$ cat src/rtl/cordic_vec_arbiter.sv
// -----------------------------------------------------------------------------
// cordic_vec_arbiter
//   Shares one iterative CORDIC vectoring engine among NREQ requesters.
//   Round-robin grant, one job outstanding at a time, result returned tagged
//   with the requester index. The engine is only started from the START state,
//   so it never sees a start pulse while a job is in flight.
//
//   Optional feature macro: CORDIC_TMO_EN
//     defined   - WAIT runs a watchdog; after TMO_CYC cycles without eng_done the
//                 job completes with rsp_mag=0, rsp_phase=0, rsp_err=1.
//     undefined - WAIT holds until eng_done; rsp_err is constant 0.
//
// Ports
//   clk, rst_n            clock (rising edge), asynchronous active-low reset
//   req_valid[NREQ]       per-requester job request
//   req_x/req_y           signed s3.8 operands, slot i at [12i+11:12i]
//   req_ready[NREQ]       one-hot accept, only ever high in GRANT
//   eng_start             one-cycle engine start pulse
//   eng_x/eng_y           operands of the granted job
//   eng_done              engine result-valid pulse
//   eng_mag/eng_phase     engine result, u4.8 magnitude and u1.20 phase
//   rsp_valid/rsp_ready   result handshake toward the consumer
//   rsp_id                requester index owning the result
//   rsp_mag/rsp_phase     result data, passed bit-exact
//   rsp_err               watchdog expiry flag
// -----------------------------------------------------------------------------
module cordic_vec_arbiter #(
    parameter int NREQ    = 4,
    parameter int IDW     = 2,
    parameter int TMO_CYC = 64
) (
    input  logic               clk,
    input  logic               rst_n,
    input  logic [NREQ-1:0]    req_valid,
    input  logic [NREQ*12-1:0] req_x,
    input  logic [NREQ*12-1:0] req_y,
    output logic [NREQ-1:0]    req_ready,
    output logic               eng_start,
    output logic [11:0]        eng_x,
    output logic [11:0]        eng_y,
    input  logic               eng_done,
    input  logic [11:0]        eng_mag,
    input  logic [20:0]        eng_phase,
    output logic               rsp_valid,
    input  logic               rsp_ready,
    output logic [IDW-1:0]     rsp_id,
    output logic [11:0]        rsp_mag,
    output logic [20:0]        rsp_phase,
    output logic               rsp_err
);

    // Elaboration-time guard on the parameter set.
    if (NREQ < 2 || NREQ > 8 || (1 << IDW) < NREQ || TMO_CYC < 1) begin : g_param_check
        $error("cordic_vec_arbiter: illegal parameter set");
    end

    localparam logic [2:0] S_IDLE  = 3'd0;
    localparam logic [2:0] S_GRANT = 3'd1;
    localparam logic [2:0] S_START = 3'd2;
    localparam logic [2:0] S_WAIT  = 3'd3;
    localparam logic [2:0] S_RESP  = 3'd4;

    logic [2:0]     r_state;
    logic [IDW-1:0] r_ptr;
    logic [11:0]    r_eng_x;
    logic [11:0]    r_eng_y;
    logic [IDW-1:0] r_rsp_id;
    logic [11:0]    r_rsp_mag;
    logic [20:0]    r_rsp_phase;

    logic [NREQ-1:0] w_rot;
    logic            w_any;
    logic [IDW-1:0]  w_off;
    logic [IDW:0]    w_sum;
    logic [IDW-1:0]  w_win;
    logic [IDW-1:0]  w_ptr_nxt;
    logic [11:0]     w_sel_x;
    logic [11:0]     w_sel_y;

    // Rotate the request vector so bit 0 is the slot the pointer favours.
    assign w_rot = NREQ'({req_valid, req_valid} >> r_ptr);

    always_comb begin
        // NOTE: every combinational output gets a default before any branch,
        // so no path leaves a value held and no latch is inferred.
        w_any = 1'b0;
        w_off = '0;
        // Scan from the far end back toward the pointer; the nearest hit is the
        // last one written and therefore wins.
        for (int k = NREQ - 1; k >= 0; k--) begin
            if (w_rot[k]) begin
                w_any = 1'b1;
                w_off = IDW'(k);
            end
        end
    end

    // Winner index = (ptr + offset) mod NREQ.
    assign w_sum     = {1'b0, r_ptr} + {1'b0, w_off};
    assign w_win     = (w_sum >= (IDW+1)'(NREQ)) ? IDW'(w_sum - (IDW+1)'(NREQ)) : IDW'(w_sum);
    assign w_ptr_nxt = (w_win == IDW'(NREQ - 1)) ? '0 : w_win + 1'b1;

    always_comb begin
        w_sel_x = '0;
        w_sel_y = '0;
        for (int i = 0; i < NREQ; i++) begin
            if (w_win == IDW'(i)) begin
                w_sel_x = req_x[12*i +: 12];
                w_sel_y = req_y[12*i +: 12];
            end
        end
    end

    // Accept is combinational in GRANT so the requester sees it in the same
    // cycle the operands are captured.
    always_comb begin
        req_ready = '0;
        if (r_state == S_GRANT && w_any) begin
            req_ready[w_win] = 1'b1;
        end
    end

`ifdef CORDIC_TMO_EN
    localparam int TMO_W = $clog2(TMO_CYC + 1);
    logic [TMO_W-1:0] r_tmo_cnt;
    logic             r_rsp_err;
`endif

    always_ff @(posedge clk or negedge rst_n) begin
        // NOTE: every register, including the data latches, is reset so the
        // outputs are defined 0 straight out of reset and an abandoned job
        // leaves nothing behind.
        if (!rst_n) begin
            r_state     <= S_IDLE;
            r_ptr       <= '0;
            r_eng_x     <= '0;
            r_eng_y     <= '0;
            r_rsp_id    <= '0;
            r_rsp_mag   <= '0;
            r_rsp_phase <= '0;
`ifdef CORDIC_TMO_EN
            r_tmo_cnt   <= '0;
            r_rsp_err   <= 1'b0;
`endif
        end else begin
            // NOTE: state updates use non-blocking assignments so every
            // register samples the pre-edge values of the others.
            case (r_state)
                S_IDLE: begin
                    if (|req_valid) r_state <= S_GRANT;
                end
                S_GRANT: begin
                    if (w_any) begin
                        r_eng_x  <= w_sel_x;
                        r_eng_y  <= w_sel_y;
                        r_rsp_id <= w_win;
                        r_ptr    <= w_ptr_nxt;
                        r_state  <= S_START;
                    end else begin
                        // Request withdrawn before it could be accepted.
                        r_state <= S_IDLE;
                    end
                end
                S_START: begin
`ifdef CORDIC_TMO_EN
                    r_tmo_cnt <= '0;
`endif
                    r_state <= S_WAIT;
                end
                S_WAIT: begin
                    // eng_done takes priority over a watchdog expiry in the same cycle.
                    if (eng_done) begin
                        r_rsp_mag   <= eng_mag;
                        r_rsp_phase <= eng_phase;
`ifdef CORDIC_TMO_EN
                        r_rsp_err   <= 1'b0;
`endif
                        r_state     <= S_RESP;
                    end
`ifdef CORDIC_TMO_EN
                    else if (r_tmo_cnt == TMO_W'(TMO_CYC - 1)) begin
                        r_rsp_mag   <= '0;
                        r_rsp_phase <= '0;
                        r_rsp_err   <= 1'b1;
                        r_state     <= S_RESP;
                    end else begin
                        r_tmo_cnt <= r_tmo_cnt + 1'b1;
                    end
`endif
                end
                S_RESP: begin
                    if (rsp_ready) r_state <= S_IDLE;
                end
                default: r_state <= S_IDLE;
            endcase
        end
    end

    assign eng_start = (r_state == S_START);
    assign eng_x     = r_eng_x;
    assign eng_y     = r_eng_y;
    assign rsp_valid = (r_state == S_RESP);
    assign rsp_id    = r_rsp_id;
    assign rsp_mag   = r_rsp_mag;
    assign rsp_phase = r_rsp_phase;
`ifdef CORDIC_TMO_EN
    assign rsp_err   = r_rsp_err;
`else
    assign rsp_err   = 1'b0;
`endif

endmodule

$ cat config.mk
export PLATFORM = sky130hd
export DESIGN_NAME = cordic_vec_arbiter
export DESIGN_NICKNAME = d
export VERILOG_FILES = /design/src/rtl/cordic_vec_arbiter.sv
export SDC_FILE = /design/constraint.sdc
export NUM_CORES = 1
export LEC_CHECK = 0
export ABC_AREA = 1
export BUFFER_PORTS_ARGS = -buffer_cell sky130_fd_sc_hd__clkbuf_2
export CORE_UTILIZATION = 44
export DETAILED_ROUTE_END_ITERATION = 8
export GPL_ROUTABILITY_DRIVEN = 0
export PLACE_DENSITY_LB_ADDON = 0.15
export SLEW_MARGIN = 20
export SYNTH_ARGS = -nofsm -noshare
export SYNTH_HDL_FRONTEND = slang
export SYNTH_SLANG_ARGS = --single-unit
$ cat constraint.sdc
create_clock -name clk -period 3.49 [get_ports clk]
set_clock_uncertainty 0.1 [all_clocks]
set_input_delay 0.698 -clock clk [delete_from_list [all_inputs] [get_ports clk]]
set_output_delay 0.698 -clock clk [all_outputs]
set_load 0.05 [all_outputs]
# Yosys cells after proc, flatten, opt, wreduce, memory -nomap -nowiden
# Cells that the tools add are included.
# totals
reg_bits,64
latchBits,0
ramBits,0
mem_bits_ro,0
in_bits,137
out_inout_bits,66
word_cells,58
mem_count,0
# classes
n_addsub,3
mul,0
div,0
order_cmp,3
eq_ne,10
shift,1
muxes,26
bitwise_logic,0
reduce_logical,8
# op_table
cell,count
2-to-1 mux 12 bit,8
one-hot mux 3 bit (5 select lines),1
2-to-1 mux 2 bit,7
2-to-1 mux 3 bit,3
>> shifter 8 x 2 -> 4 bit,1
"equality test 3 x 2 -> 1 bit, second input constant",2
2-to-1 mux 1 bit,5
"equality test 2 bit, second input constant",2
2-to-1 mux 4 bit,1
"inequality test 2 bit, second input constant",2
AND reduction 2 bit,2
OR reduction 4 bit,1
adder 2 x 2 -> 3 bit,1
"equality test 3 x 1 -> 1 bit, second input constant",1
"equality test 3 bit, second input constant",1
"greater-or-equal comparator 3 bit, second input constant",1
logical NOT 3 bit,1
"less-than comparator 2 x 3 -> 1 bit, second input constant",1
AND reduction 3 bit,1
"adder 2 x 1 -> 2 bit, second input constant",1
demux 1 bit (select 2 bit),1
"equality test 2 x 1 -> 1 bit, second input constant",1
"greater-or-equal comparator 2 x 1 -> 1 bit, second input constant",1
logical AND 1 bit,2
3 further kinds,3

# Logic depth before layout (Yosys ltp)
# depth
depth_word,13
depth_mapped,20
mapped_depth_nobuf,19

# Worst setup path before layout
# No wires, ideal clock.
# synth_timing
kind,input to output
start,input port req_valid[1]
end,output port req_ready[1]
arrival_ns,2.942
t_required_ns,2.692
path_slack_ns,-0.250
path_stages,16
n_path_buf,2
cell_sequence,nand2_1 nand3_1 nand2_1 nand3_1 a21boi_0 ha_1 xor2_1 inv_1 nand3_1 nand2_1 inv_1 ha_1 buf_2 buf_2 inv_1 nor2_1
# synth_between
elab_chain_cells,13
elab_cells_between_ends,20
cone_classes,add/sub (2); order compare (3); shift (1); mux (12); reduce/logical (2)
# synth_rtl
element,line,rtl
start: declaration,34,"input logic [NREQ-1:0] req_valid,"
>> shifter 8 x 2 -> 4 bit (*),81,"assign w_rot = NREQ'({req_valid, req_valid} >> r_ptr);"
2-to-1 mux 2 bit (3 in series),91,if (w_rot[k]) begin
2-to-1 mux 2 bit (*),91,
adder 2 x 2 -> 3 bit (*),99,"assign w_sum = {1'b0, r_ptr} + {1'b0, w_off};"
named net w_sum[1],74,logic [IDW:0] w_sum;
greater-or-equal comparator 3 bit / subtractor 2 x 1 -> 2 bit (equally long branches),100,assign w_win = (w_sum >= (IDW+1)'(NREQ)) ? IDW'(w_sum - (IDW+1)'(NREQ)) : IDW'(w_sum);
2-to-1 mux 2 bit (*),100,
less-than comparator 2 x 3 -> 1 bit (implied by the code) / greater-or-equal comparator 2 x 1 -> 1 bit (equally long branches),119,req_ready[w_win] = 1'b1;
logical AND 1 bit (implied by the code),119,
2-to-1 mux 1 bit (implied by the code),119,
demux 1 bit (select 2 bit) (*),119,
2-to-1 mux 4 bit (*),118,if (r_state == S_GRANT && w_any) begin
end: declaration,37,"output logic [NREQ-1:0] req_ready,"
# The timed path passes the listed nets; every way through them passes the cells marked *.

# Worst setup path after layout
# layout_timing
start,register r_ptr[0]
end,output port req_ready[3]
# layout_between
elab_chain_cells,13
elab_cells_between_ends,20
cone_classes,add/sub (2); order compare (3); shift (1); mux (12); reduce/logical (2)
# layout_rtl
element,line,rtl
start: declaration,64,logic [IDW-1:0] r_ptr;
start signal: assignment,157,r_ptr <= w_ptr_nxt;
>> shifter 8 x 2 -> 4 bit,81,
2-to-1 mux 2 bit (4 in series),91,
adder 2 x 2 -> 3 bit (*),99,
named net w_sum[1],74,
greater-or-equal comparator 3 bit / subtractor 2 x 1 -> 2 bit (equally long branches),100,
2-to-1 mux 2 bit (*),100,
less-than comparator 2 x 3 -> 1 bit (implied by the code) / greater-or-equal comparator 2 x 1 -> 1 bit (equally long branches),119,
logical AND 1 bit (implied by the code),119,
2-to-1 mux 1 bit (implied by the code),119,
demux 1 bit (select 2 bit) (*),119,
2-to-1 mux 4 bit (*),118,
# Marked as above.

==> impl_metrics.json <==
{
  "finalCriticalPeriod_ns": 3.28,
  "core_region_area_mm2": 0.00741,
  "place_hpwl_mm": 7.34,
  "syn_avg_cell_area_um2": 9.30,
  "drv_cap": 0,
  "synth_edf_count": 0,
  "dominantRegCellSynth": "dfrtp_1",
  "reg2reg_slack_ns": 0.51,
  "drive_above_1_share_pct": 49.4,
  "ios": 203,
  "wire_per_inst_um": 14.9,
  "grt_pass1_vias": 3277,
  "rr_worst_depth": 19,
  "antenna_cells": 0,
  "cts_buffer_depth": 2,
  "gr-usage-met2_pct": 41.0,
  "fin_cells": 674,
  "syn_to_final_growth_pct": 39.4,
  "clock_latency_ns": 0.34,
  "relSlewSlack_pct": 37.8,
  "cts_inserted_buffers": 9,
  "path_max_fanout": 6,
  "status": "finished, final reports clean",
  "use_met1_pct": 32.3,
  "yosysWarningCount": 0,
  "die_h_um": 90.7,
  "syn_area_mm2": 0.00346,
  "drt_wl_total_mm": 10.1,
  "tightest_slew_ns": 0.933,
  "drt_pass1_iterations": 6,
  "ant_nets": 0,
  "initial_core_util_pct": 46.7,
  "portBuffers": 201,
  "vias": 3420,
  "yosysUniqueCellTypes": 27,
  "synth_seq_cells": 64,
  "holdBufCountCts": 0,
  "nNetsFinal": 712,
  "synth_area_leaders": "dfrtp_1 (46%), mux2_4 (13%), nand2_1 (11%)",
  "drt_first_iter_violations": 113,
  "max_freq_mhz": 305,
  "synth_fp_nets": 514,
  "fin_crit_sh_pct": 94.0,
  "slew_viol_final": 0,
  "cts_tree": "built",
  "hp-class": "primary input to async pin",
  "dp.cells": 655,
  "grt_max_degree": 56,
  "synthCells": 372,
  "grt_use_met3_pct": 5.39,
  "htreeDepth": 3,
  "worstSetupEndpointType": "primary output",
  "required_ns": 2.69,
  "routed_via_density": 5.07,
  "antenna_found_initial": 0,
  "startpoint_type": "flip-flop",
  "rsz0062_at_grt": "no",
  "ys_seq_area_share_pct": 46.3,
  "crit_arrival_ns": 2.48,
  "clk_pin_slew_ns": 0.08,
  "yosys.area.top_type": "dfrtp_1",
  "clockRootBuffer": "clkbuf_8",
  "setup_viol": 0,
  "grt_overflow_total": 0,
  "hold_viol": 0,
  "fin_util_pct": 65.1,
  "die_area_mm2": 0.00822,
  "crit_type": "flip-flop to primary output",
  "synthArstFlopShare_pct": 100,
  "grt-busiest-layer": "met2",
  "grtUsageTotal_pct": 25.0,
  "fp.dieW_um": 90.7,
  "filler_cell_count": 676,
  "drc_errors": 0,
  "cts_sinks": 64,
  "yosysTopAreaCellShare_pct": 46.3,
  "rows": 31,
  "grt_pass1_wl_mm": 16.2
}
cells in the final DEF, fill, tap and decap left out, types with 2 or more instances in the layout:
cell type	instances
clkbuf_8	9
mux2_2	4
nand2_1	98
clkbuf_2	198
a31oi_1	24
inv_1	9
mux2_4	29
bufinv_16	2
clkinv_4	2
inv_2	6
buf_4	11
inv_6	2
nand2_2	3
dfrtp_1	62
nor2_1	29
nand3_1	11
ha_1	3
o211ai_1	24
dfrtp_2	2
a21oi_1	25
nor2_2	4
state kept, by name, indices dropped and copies added, names as in the netlist:
| signal | flops |
|---|---|
| rsp_mag | 12 |
| rsp_id | 2 |
| eng_y | 12 |
| rsp_phase | 21 |
| r_state | 3 |
| eng_x | 12 |
| r_ptr | 2 |
logic make-up after synthesis:
logic type | count (synthesis) | share of synthesized area (%)
buffers and inverters | 41 | 5.97
XOR/XNOR | 1 | 0.253
multiplexers | 33 | 13.9
other | 1 | 0.108
adder cells (fa/ha/maj) | 5 | 1.81
AO/OA/AOI/OAI | 79 | 14.4
AND/OR/NAND/NOR | 148 | 17.3
flip-flops | 64 | 46.3
layout make-up:
| type | instances | area (um2) | share of cell area, % |
|---|---|---|---|
| Multi-Input combinational cell | 267 | 1700 | 35.2 |
| Sequential cell | 64 | 1600 | 33.3 |
| Timing Repair Buffer | 212 | 1100 | 22.9 |
| Clock buffer | 9 | 124 | 2.57 |
| Tap cell | 99 | 124 | 2.57 |
| Clock inverter | 7 | 103 | 2.13 |
| Inverter | 16 | 62.6 | 1.30 |
metrics by stage:
step                setup TNS, ns  cell area, um2  hold WS, ns  setup WS (ns)
floorplan                 -0.0362            3470        0.302        -0.0362
global placement                0            4520        0.366         0.0862
detailed placement       -0.00963            4520        0.372       -0.00963
CTS                             0            4760        0.393         0.0105
global route                    0            4820        0.418         0.0268
finish                          0            4820        0.389          0.208
per-layer routing:
metal / up-vias / wire length (um)
met4: 0 / 208
met1: 1574 / 4250
met3: 21 / 693
met5: - / 0
met2: 167 / 4920
li1: 1658 / -
critical path: stages, from the launching register on:
cell	delay [ns]
dfrtp_2	0.46
inv_4	0.09
nand2_1	0.07
nand3_1	0.07
nand2_1	0.07
nand3_1	0.07
a21boi_1	0.07
ha_2	0.20
xor2_2	0.17
inv_1	0.05
nand3_1	0.09
nand2_2	0.11
ha_1	0.19
inv_2	0.05
nor2_2	0.11
clkbuf_2	0.28
final timing paths:
| kind | start | endpoint |
|---|---|---|
| min reg2reg | rsp_id[0] | rsp_id[0] |
| max in group asynchronous | rst_n | r_ptr[0] |
| min | rst_n | rsp_phase[13] |
| max | r_ptr[0] | req_ready[3] |
| min in group clk | rsp_id[0] | rsp_id[0] |
| max reg2reg | r_ptr[0] | eng_y[11] |
cell usage after synthesis (3+ instances only):
| cell | n |
|---|---|
| nor2_1 | 33 |
| inv_2 | 3 |
| o211ai_1 | 24 |
| buf_6 | 3 |
| a31oi_1 | 24 |
| nand2_1 | 101 |
| mux2_4 | 29 |
| inv_1 | 13 |
| nand3_1 | 11 |
| clkbuf_1 | 8 |
| buf_4 | 5 |
| ha_1 | 5 |
| mux2_2 | 4 |
| a21oi_1 | 25 |
| dfrtp_1 | 64 |
| buf_2 | 9 |
what timing repair did:
item | CTS | global route
gates resized for setup | 6 | 16
endpoints found under the setup margin | 2 | 8
hold endpoints to repair | 0 | 0
pin swaps | 0 | 7
setup buffers | 0 | 3
Power is not shown: default switching activity piles up to over one toggle a cycle in this logic, so the estimate is an artifact.
